<file path="src/rtl/dir_key_queue.sv">
// Four-key debounced direction input feeding a 2-deep move queue.
// Press pulses are ranked up > down > left > right; the winner is queued unless redundant, reversing or full.
module dir_key_deb #(
  parameter int DEB_CNT = 1000000
) (
  input  logic clk,
  input  logic rst_n,
  input  logic key_raw,
  output logic press
);
  localparam int CW = (DEB_CNT > 1) ? $clog2(DEB_CNT) : 1;
  localparam logic [CW-1:0] LAST = CW'(DEB_CNT - 1);

  logic          sync1, sync2, stable, stable_d;
  logic [CW-1:0] cnt;

  always_ff @(posedge clk or negedge rst_n) begin
    if (!rst_n) begin
      sync1    <= 1'b1;
      sync2    <= 1'b1;
      stable   <= 1'b1;
      stable_d <= 1'b1;
      cnt      <= '0;
      press    <= 1'b0;
    end else begin
      sync1    <= key_raw;
      sync2    <= sync1;
      stable_d <= stable;
      // Pulse lands one cycle after the stable level falls
      press    <= stable_d & ~stable;
      if (sync2 == stable) begin
        cnt <= '0;
      end else if (cnt == LAST) begin
        stable <= sync2;
        cnt    <= '0;
      end else begin
        cnt <= cnt + 1'b1;
      end
    end
  end
endmodule

module dir_key_queue #(
  parameter int DEB_CNT = 1000000
) (
  input  logic       clk,
  input  logic       rst_n,
  input  logic       left,
  input  logic       right,
  input  logic       up,
  input  logic       down,
  input  logic       move_tick,
  output logic       left_key_press,
  output logic       right_key_press,
  output logic       up_key_press,
  output logic       down_key_press,
  output logic [1:0] dir,
  output logic [1:0] q_cnt,
  output logic       drop
);
  // Key index doubles as its direction code: 0 up, 1 down, 2 left, 3 right
  logic [3:0]      key_raw, press, cand_oh;
  logic [1:0][1:0] q;
  logic [1:0]      cand, ref_dir;
  logic            cand_vld, cand_rej, others, push, pop, wr_hi;

  assign key_raw = {right, left, down, up};

  generate
    for (genvar k = 0; k < 4; k++) begin : g_key
      dir_key_deb #(.DEB_CNT(DEB_CNT)) u_deb (
        .clk    (clk),
        .rst_n  (rst_n),
        .key_raw(key_raw[k]),
        .press  (press[k])
      );
    end
  endgenerate

  assign up_key_press    = press[0];
  assign down_key_press  = press[1];
  assign left_key_press  = press[2];
  assign right_key_press = press[3];

  always_comb begin
    cand_vld = |press;
    cand_oh  = press & (~press + 4'd1);
    cand     = {cand_oh[2] | cand_oh[3], cand_oh[1] | cand_oh[3]};
    others   = |(press & ~cand_oh);
    ref_dir  = (q_cnt == 2'd2) ? q[1] : (q_cnt == 2'd1) ? q[0] : dir;
    pop      = move_tick && (q_cnt != 2'd0);
    // Same axis means equal or opposite direction
    cand_rej = cand_vld && ((cand[1] == ref_dir[1]) || (q_cnt == 2'd2 && !pop));
    push     = cand_vld && !cand_rej;
    wr_hi    = (q_cnt == 2'd2) || (q_cnt == 2'd1 && !pop);
  end

  always_ff @(posedge clk or negedge rst_n) begin
    if (!rst_n) begin
      dir   <= 2'b11;
      q     <= '0;
      q_cnt <= 2'd0;
      drop  <= 1'b0;
    end else begin
      drop  <= cand_rej | others;
      q_cnt <= q_cnt + 2'(push) - 2'(pop);
      if (pop) begin
        dir  <= q[0];
        q[0] <= q[1];
      end
      if (push) begin
        if (wr_hi) q[1] <= cand;
        else       q[0] <= cand;
      end
    end
  end
endmodule

</file>
<file path="config.mk">
export PLATFORM = sky130hd
export DESIGN_NAME = dir_key_queue
export DESIGN_NICKNAME = d
export VERILOG_FILES = /design/src/rtl/dir_key_queue.sv
export SDC_FILE = /design/constraint.sdc
export NUM_CORES = 1
export LEC_CHECK = 0
export CAP_MARGIN = 20
export CELL_PAD_IN_SITES_DETAIL_PLACEMENT = 1
export CELL_PAD_IN_SITES_GLOBAL_PLACEMENT = 1
export CORE_MARGIN = 2
export CORE_UTILIZATION = 53
export CTS_BUF_LIST = sky130_fd_sc_hd__clkbuf_16
export DETAILED_ROUTE_END_ITERATION = 8
export PLACE_DENSITY = 0.92
export SLEW_MARGIN = 0
export SYNTH_ARGS = -nofsm -noshare
export SYNTH_HDL_FRONTEND = slang
export SYNTH_SLANG_ARGS = --single-unit
</file>
<file path="constraint.sdc">
create_clock -name clk -period 5.92 [get_ports clk]
set_clock_uncertainty 0.2 [all_clocks]
set_input_delay 1.184 -clock clk [delete_from_list [all_inputs] [get_ports clk]]
set_output_delay 1.184 -clock clk [all_outputs]
set_load 0.02 [all_outputs]
</file>
==> results.tsv, run 1 <==
metric	value	unit
maxCapViolations	0	
synth.net_count	488	
crit_buf_inv	3	
drc	0	
yosys_warnings	0	
relSlewSlack	0.3428	
fin_nets	507	
p_total	1359	uW
placedInstanceArea	0.005355	mm^2
grt_start_max_net_pins	79	
async_flop_share	1.000	
num_rows	35	
clock_latency	0.34	ns
synth.distinct_cells	47	
vias	3641	
synth_ff_type	dfrtp_1	
synth_top_family_by_area	simple AND/OR/NAND/NOR gates	
routed_wl	12290	um
core	0.009284	mm^2
synthCells	475	
critPathMaxStageDelay	0.50	ns
critPathTopFamily	buffers and inverters	
numCtsBuffers	9	
cts_num_sinks	109	
dieHeight	102.2	um
synth-compound-area-share	0.01982	
cp-startpoint	move_tick	
clk_pin_slew	0.07	ns
r2r_start	g_key[3].u_deb.cnt[0]	
cp-end-kind	flop	
maxSlewViolCount	0	
period_share	0.4954	
final_area	0.005619	mm^2
leakage	0.002421	uW
synth_seq_cells	109	
cp.arrival	3.00	ns
start_kind	input port	
critPathKind	in2reg	
drt-initial-drc-count	134	
io_buffers	15	
wl_per_cell	19.57	um
min_from	g_key[0].u_deb.sync1	
cts_max_path_buffers	2	
die_area	0.01045	mm^2
syn_avg_cell_area	10.77	um^2
firstDrtPassIters	4	
ant_nets	0	
min_path_type	reg2reg	
die_x	102.2	um
pwr_density_cell	241.9	mW/mm^2
first_global_vias	4047	
utilization	0.6053	
gp_congestion	0.8236	
hold_viol	0	
status	complete, no violations	
antenna_found_initial	0	
worstPathCellList	clkdlybuf4s50_1 > o21ai_1 > inv_1 > ha_1 > inv_1 > ha_1 > xnor2_1 > xnor2_1	
ir_worst_vdd	0.1412	mV
ys_seq_area_frac	0.5378	
tightest_slew	0.9858	ns
cts_tree	yes	
synth_edf_count	0	
synth_mux_area_frac	0.03058	
clock.fmax	341.0	MHz
cts_root_buf	clkbuf_16	
initial_core_util	0.5508	
grt_pass1_wl	20240	um
syn2layout_area_growth	9.885	%
min_period	2.933	ns
dp_hpwl	8299	um
routed_via_density	5.798	
synth-xor-area-share	0.1336	
cp_max_fo	5	
grt_util_all_layers	0.2523	
rsz0062_at_grt	no	
hold_buffers	0	
worstPathRequired	5.98	ns
netlist_area	0.005114	mm^2
synth-simple-area-share	0.2422	
synth_fa_ha_area_frac	0.01468	
timing.setup.tns	0	ns
post_cts_resized	0	
setup_violations	0	
post_cts_buffers	0	
slowest_stage	clkdlybuf4s50_1	
grt_overflow	0	
drive_above_1_share	0.1182	
antenna_cells	0	
h-tree-depth	3	
ios	16	
## cell usage in the layout (no fill, tap or decap), types with 3 or more instances in the layout
| master | instances |
|---|---|
| nor2_1 | 95 |
| dfrtp_1 | 91 |
| xor2_1 | 45 |
| xnor2_1 | 33 |
| nand2_1 | 30 |
| nand3_1 | 24 |
| nand4_1 | 18 |
| dfstp_2 | 18 |
| clkdlybuf4s50_1 | 14 |
| and3_1 | 13 |
| inv_1 | 12 |
| clkbuf_16 | 9 |
| mux2_2 | 7 |
| nor4_1 | 6 |
| nor3_1 | 6 |
| a21oi_1 | 6 |
| ha_1 | 6 |
| and4_1 | 5 |
| nor3_2 | 5 |
| nor2b_1 | 5 |
| mux2i_1 | 4 |
| nor4b_1 | 4 |
| nand4b_1 | 3 |
| nor4_2 | 3 |
| o21ai_0 | 3 |
## logic make-up after synthesis
kind of cell             count (synthesis)
AO/OA/AOI/OAI                           16
buffers and inverters                   17
AND/OR/NAND/NOR                        236
adder cells (fa/ha/maj)                  6
XOR/XNOR                                78
multiplexers                            13
flip-flops                             109
## worst paths after layout
check,to,slack (ns),cells after the start
min,g_key[0].u_deb.sync2,0.16,0
max in group asynchronous,g_key[2].u_deb.sync2,3.66,2
max reg2reg,g_key[3].u_deb.cnt[2],3.40,6
max,q_cnt[1],2.99,8
min reg2reg,g_key[0].u_deb.sync2,0.16,0
min in group asynchronous,g_key[3].u_deb.cnt[18],0.79,1
## stage by stage
step           hold slack (ns)  setup slack, ns  cells
2_1_floorplan           0.1452            3.411    475
3_3_place_gp            0.1456            2.829    612
3_5_place_dp            0.1513            2.659    612
4_1_cts                 0.1612            3.001    628
5_1_grt                 0.1629            2.863    628
6_report                0.1599            2.987    628
## where the power goes
group          internal (uW)  switching (uW)  total, uW
Combinational           11.8            32.5       44.3
Sequential               756            9.58        766
Clock                    281             269        549
Total                   1050             311       1360
## state kept, by name, indices dropped and copies added (netlist names)
signal / count
dir: 2
drop: 1
g_key.u_deb.cnt: 80
g_key.u_deb.press: 4
g_key.u_deb.stable: 4
g_key.u_deb.stable_d: 4
g_key.u_deb.sync1: 4
g_key.u_deb.sync2: 4
q: 4
q_cnt: 2
## synth_stat cells (all sizes together) (2+ instances only)
library cell / instances / area, um^2
nand2b: 3 / 21.27
nor3b: 2 / 15.01
dfrtp: 91 / 2277
dfstp: 18 / 473.0
nand2: 30 / 112.6
mux2: 8 / 93.84
buf: 8 / 75.07
nand4b: 3 / 26.28
mux2i: 5 / 62.56
nand4: 20 / 137.6
xnor2: 33 / 289.0
or2: 3 / 18.77
nor4b: 4 / 35.03
nor3: 11 / 80.08
inv: 9 / 33.78
o21ai: 4 / 20.01
a21oi: 6 / 30.03
nand3b: 2 / 15.01
nand3: 26 / 140.1
nor4: 10 / 96.35
and3: 14 / 88.84
xor2: 45 / 394.1
nor2b: 5 / 31.28
and4: 5 / 43.79
nor2: 96 / 362.8
ha: 6 / 75.07
## worst reg2reg max path: stages (launching register included)
cell	delay, ns
dfrtp_1	0.41
ha_1	0.27
and4_1	0.28
nand2_1	0.11
nor3_1	0.30
nand2b_1	0.64
nor2_1	0.15
## routing by layer
| metal | global-route usage | wire length, um | vias up |
|---|---|---|---|
| met5 | 0 | 0 | - |
| met4 | 0.1333 | 544 | 0 |
| met3 | 0.03694 | 289 | 44 |
| met2 | 0.4600 | 6627 | 82 |
| met1 | 0.2850 | 4832 | 1865 |
| li1 | - | - | 1650 |
## layout make-up
type,count,area (um^2)
clock buffers,9,225.2
clock inverters,7,38.79
fillers,1014,3665
inverters,9,33.78
multi-input cells,349,2255
flip-flops and latches,109,2750
well taps,129,161.4
repair buffers,16,155.1
Power figures use the tool's default switching activity.
==> run 2: changes to the inputs <==
--- a/config.mk
+++ b/config.mk
@@ -9,10 +9,10 @@
 export CELL_PAD_IN_SITES_DETAIL_PLACEMENT = 1
 export CELL_PAD_IN_SITES_GLOBAL_PLACEMENT = 1
 export CORE_MARGIN = 2
-export CORE_UTILIZATION = 53
+export CORE_UTILIZATION = 49
 export CTS_BUF_LIST = sky130_fd_sc_hd__clkbuf_16
 export DETAILED_ROUTE_END_ITERATION = 8
-export PLACE_DENSITY = 0.92
+export PLACE_DENSITY = 0.87
 export SLEW_MARGIN = 0
 export SYNTH_ARGS = -nofsm -noshare
 export SYNTH_HDL_FRONTEND = slang
==> constraint.sdc (replaced) <==
create_clock -name clk -period 2.71 [get_ports clk]
set_clock_uncertainty 0.2 [all_clocks]
set_input_delay 0.542 -clock clk [delete_from_list [all_inputs] [get_ports clk]]
set_output_delay 0.542 -clock clk [all_outputs]
set_load 0.02 [all_outputs]
==> results.tsv, run 2 (same netlist as run 1, synthesis figures left out) <==
metric	value	unit	change
cts_tree	yes		unchanged
cts_num_sinks	109		unchanged
start_kind	flop		was input port
relSlewSlack	0.6655		was 0.3428
fin_nets	513		was 507
wl_met2	5541	um	was 6627 um
ios	16		unchanged
critPathKind	reg2reg		was in2reg
clock_latency	0.35	ns	was 0.34 ns
routed_via_density	5.401		was 5.798
vias	3462		was 3641
core	0.01023	mm^2	was 0.009284 mm^2
gp_congestion	0.8244		was 0.8236
syn2layout_area_growth	11.33	%	was 9.885%
intPower	2305	uW	was 1049 uW
cp.arrival	2.55	ns	was 3.00 ns
rsz0062_at_grt	no		unchanged
pwr_density_cell	524.2	mW/mm^2	was 241.9 mW/mm^2
min_path_type	reg2reg		unchanged
worstPathRequired	2.77	ns	was 5.98 ns
drt-initial-drc-count	142		was 134
grt_overflow	0		unchanged
ir_worst_vdd	0.4187	mV	was 0.1412 mV
setup_violations	0		unchanged
hold_viol	0		unchanged
first_global_vias	3851		was 4047
period_share	0.9172		
p_comb_frac	0.034		was 0.033
die_area	0.01127	mm^2	was 0.01045 mm^2
wl_per_cell	16.28	um	was 19.57 um
final_common_cell	nor2_1		unchanged
min_period	2.486	ns	
regMostFlops	g_key.u_deb.cnt		unchanged
cts_max_path_buffers	2		unchanged
final_area	0.005693	mm^2	was 0.005619 mm^2
final_cell_mix	95 x nor2_1, 91 x dfrtp_1, 45 x xor2_1		unchanged
antenna_cells	0		unchanged
initial_core_util	0.4998		was 0.5508
critPathMaxStageDelay	0.50	ns	about the same
dp_hpwl	7264	um	was 8299 um
cp_max_fo	8		was 5
swShare	0.2277		was 0.2285
io_buffers	15		unchanged
drive_above_1_share	0.1327		was 0.1182
routed_wl	10430	um	was 12290 um
top_layer_used	met4		unchanged
ant_nets	0		unchanged
clock.fmax	402.3	MHz	
firstDrtPassIters	4		unchanged
antenna_found_initial	0		unchanged
power_frac_clock	0.406		was 0.404
placedInstanceArea	0.005414	mm^2	was 0.005355 mm^2
worstPathCellList	mux2i_1 > mux2i_4 > mux2_4 > nand2_1 > ha_1 > inv_1 > ha_1 > xnor2_1 > xnor2_1		was clkdlybuf4s50_1 > o21ai_1 > inv_1 > ha_1 > inv_1 > ha_1 > xnor2_1 > xnor2_1
cp-end-kind	flop		unchanged
numCtsBuffers	9		unchanged
slowest_stage	dfrtp_1		was clkdlybuf4s50_1
maxSlewViolCount	0		unchanged
tightest_slew	0.4972	ns	was 0.9858 ns
grt_util_all_layers	0.2043		was 0.2523
met1Wirelength	4508	um	was 4832 um
grt_start_max_net_pins	72		was 79
dp_slack	0.2294	ns	was 2.659 ns
dieHeight	106.2	um	was 102.2 um
maxCapViolations	0		unchanged
p_total	2984	uW	was 1359 uW
num_rows	37		was 35
setup_slack	0.2243	ns	was 2.987 ns
clk_pin_slew	0.07	ns	about the same
die_x	106.2	um	was 102.2 um
post_cts_resized	0		unchanged
h-tree-depth	3		unchanged
seqPwrFrac	0.560		was 0.563
cts_root_buf	clkbuf_16		unchanged
hold_ws	0.1574	ns	was 0.1599 ns
grt_pass1_wl	18350	um	was 20240 um
status	complete, no violations		unchanged
wl_met3	213	um	was 289 um
largest_register_ffs	80		unchanged
leakage	0.002457	uW	was 0.002421 uW
drc	0		unchanged
timing.setup.tns	0	ns	unchanged
switchingPower	679.6	uW	was 310.7 uW
-- run 2: routing by layer --
layer / vias to the layer above / global-route usage
met1: 1764 / 0.2481
met2: 36 / 0.3649
met5: - / 0
li1: 1649 / -
met4: 0 / 0.05921
met3: 13 / 0.04414
-- run 2: final timing paths --
path	start	end	slack, ns	cells past startpoint
worst min register to register	g_key[3].u_deb.sync1	g_key[3].u_deb.sync2	0.16	0
max in group asynchronous	rst_n	g_key[1].u_deb.stable_d	1.32	3
worst min-delay path	g_key[3].u_deb.sync1	g_key[3].u_deb.sync2	0.16	0
min in group asynchronous	rst_n	g_key[3].u_deb.cnt[12]	0.35	2
worst max register to register	q_cnt[0]	q_cnt[1]	0.22	9
worst max-delay path	q_cnt[0]	q_cnt[1]	0.22	9
-- run 2: stage by stage --
step | std cells | utilization
floorplan | 475 | -
global placement | 624 | 0.5292
detailed placement | 624 | 0.5292
CTS | 641 | 0.5564
global route | 641 | 0.5564
finish | 641 | 0.5564
-- run 2: timing repair --
item	4_1_cts	5_1_grt
hold endpoints to repair	5	0
buffers inserted	0	0
hold buffers	1	0
-- run 2: power by group through the flow --
stage | Combinational (uW) | Sequential (uW) | Clock (uW)
2_1_floorplan | 52.4 | 1700 | 0
3_3_place_gp | 98.9 | 1700 | 0
3_5_place_dp | 104 | 1700 | 0
4_1_cts | 105 | 1670 | 1240
5_1_grt | 117 | 1670 | 1300
6_report | 101 | 1670 | 1210
-- run 2: critical path: cells and delay by family, from the launching register on --
family	cells	cell delay (ns)
multiplexers	3	0.85
adder cells (fa/ha/maj)	2	0.39
XOR/XNOR	2	0.30
flip-flops	1	0.50
buffers and inverters	1	0.07
AND/OR/NAND/NOR	1	0.09
-- run 2: area by class of cell --
class                      count  area [um^2]
clock buffer                   9        225.2
fill                        1100         4538
timing repair buffer          22        215.2
multi-input combinational    349         2255
tap                          136        170.2
clock inverter                 7        43.79
inverter                       9        33.78
sequential                   109         2750
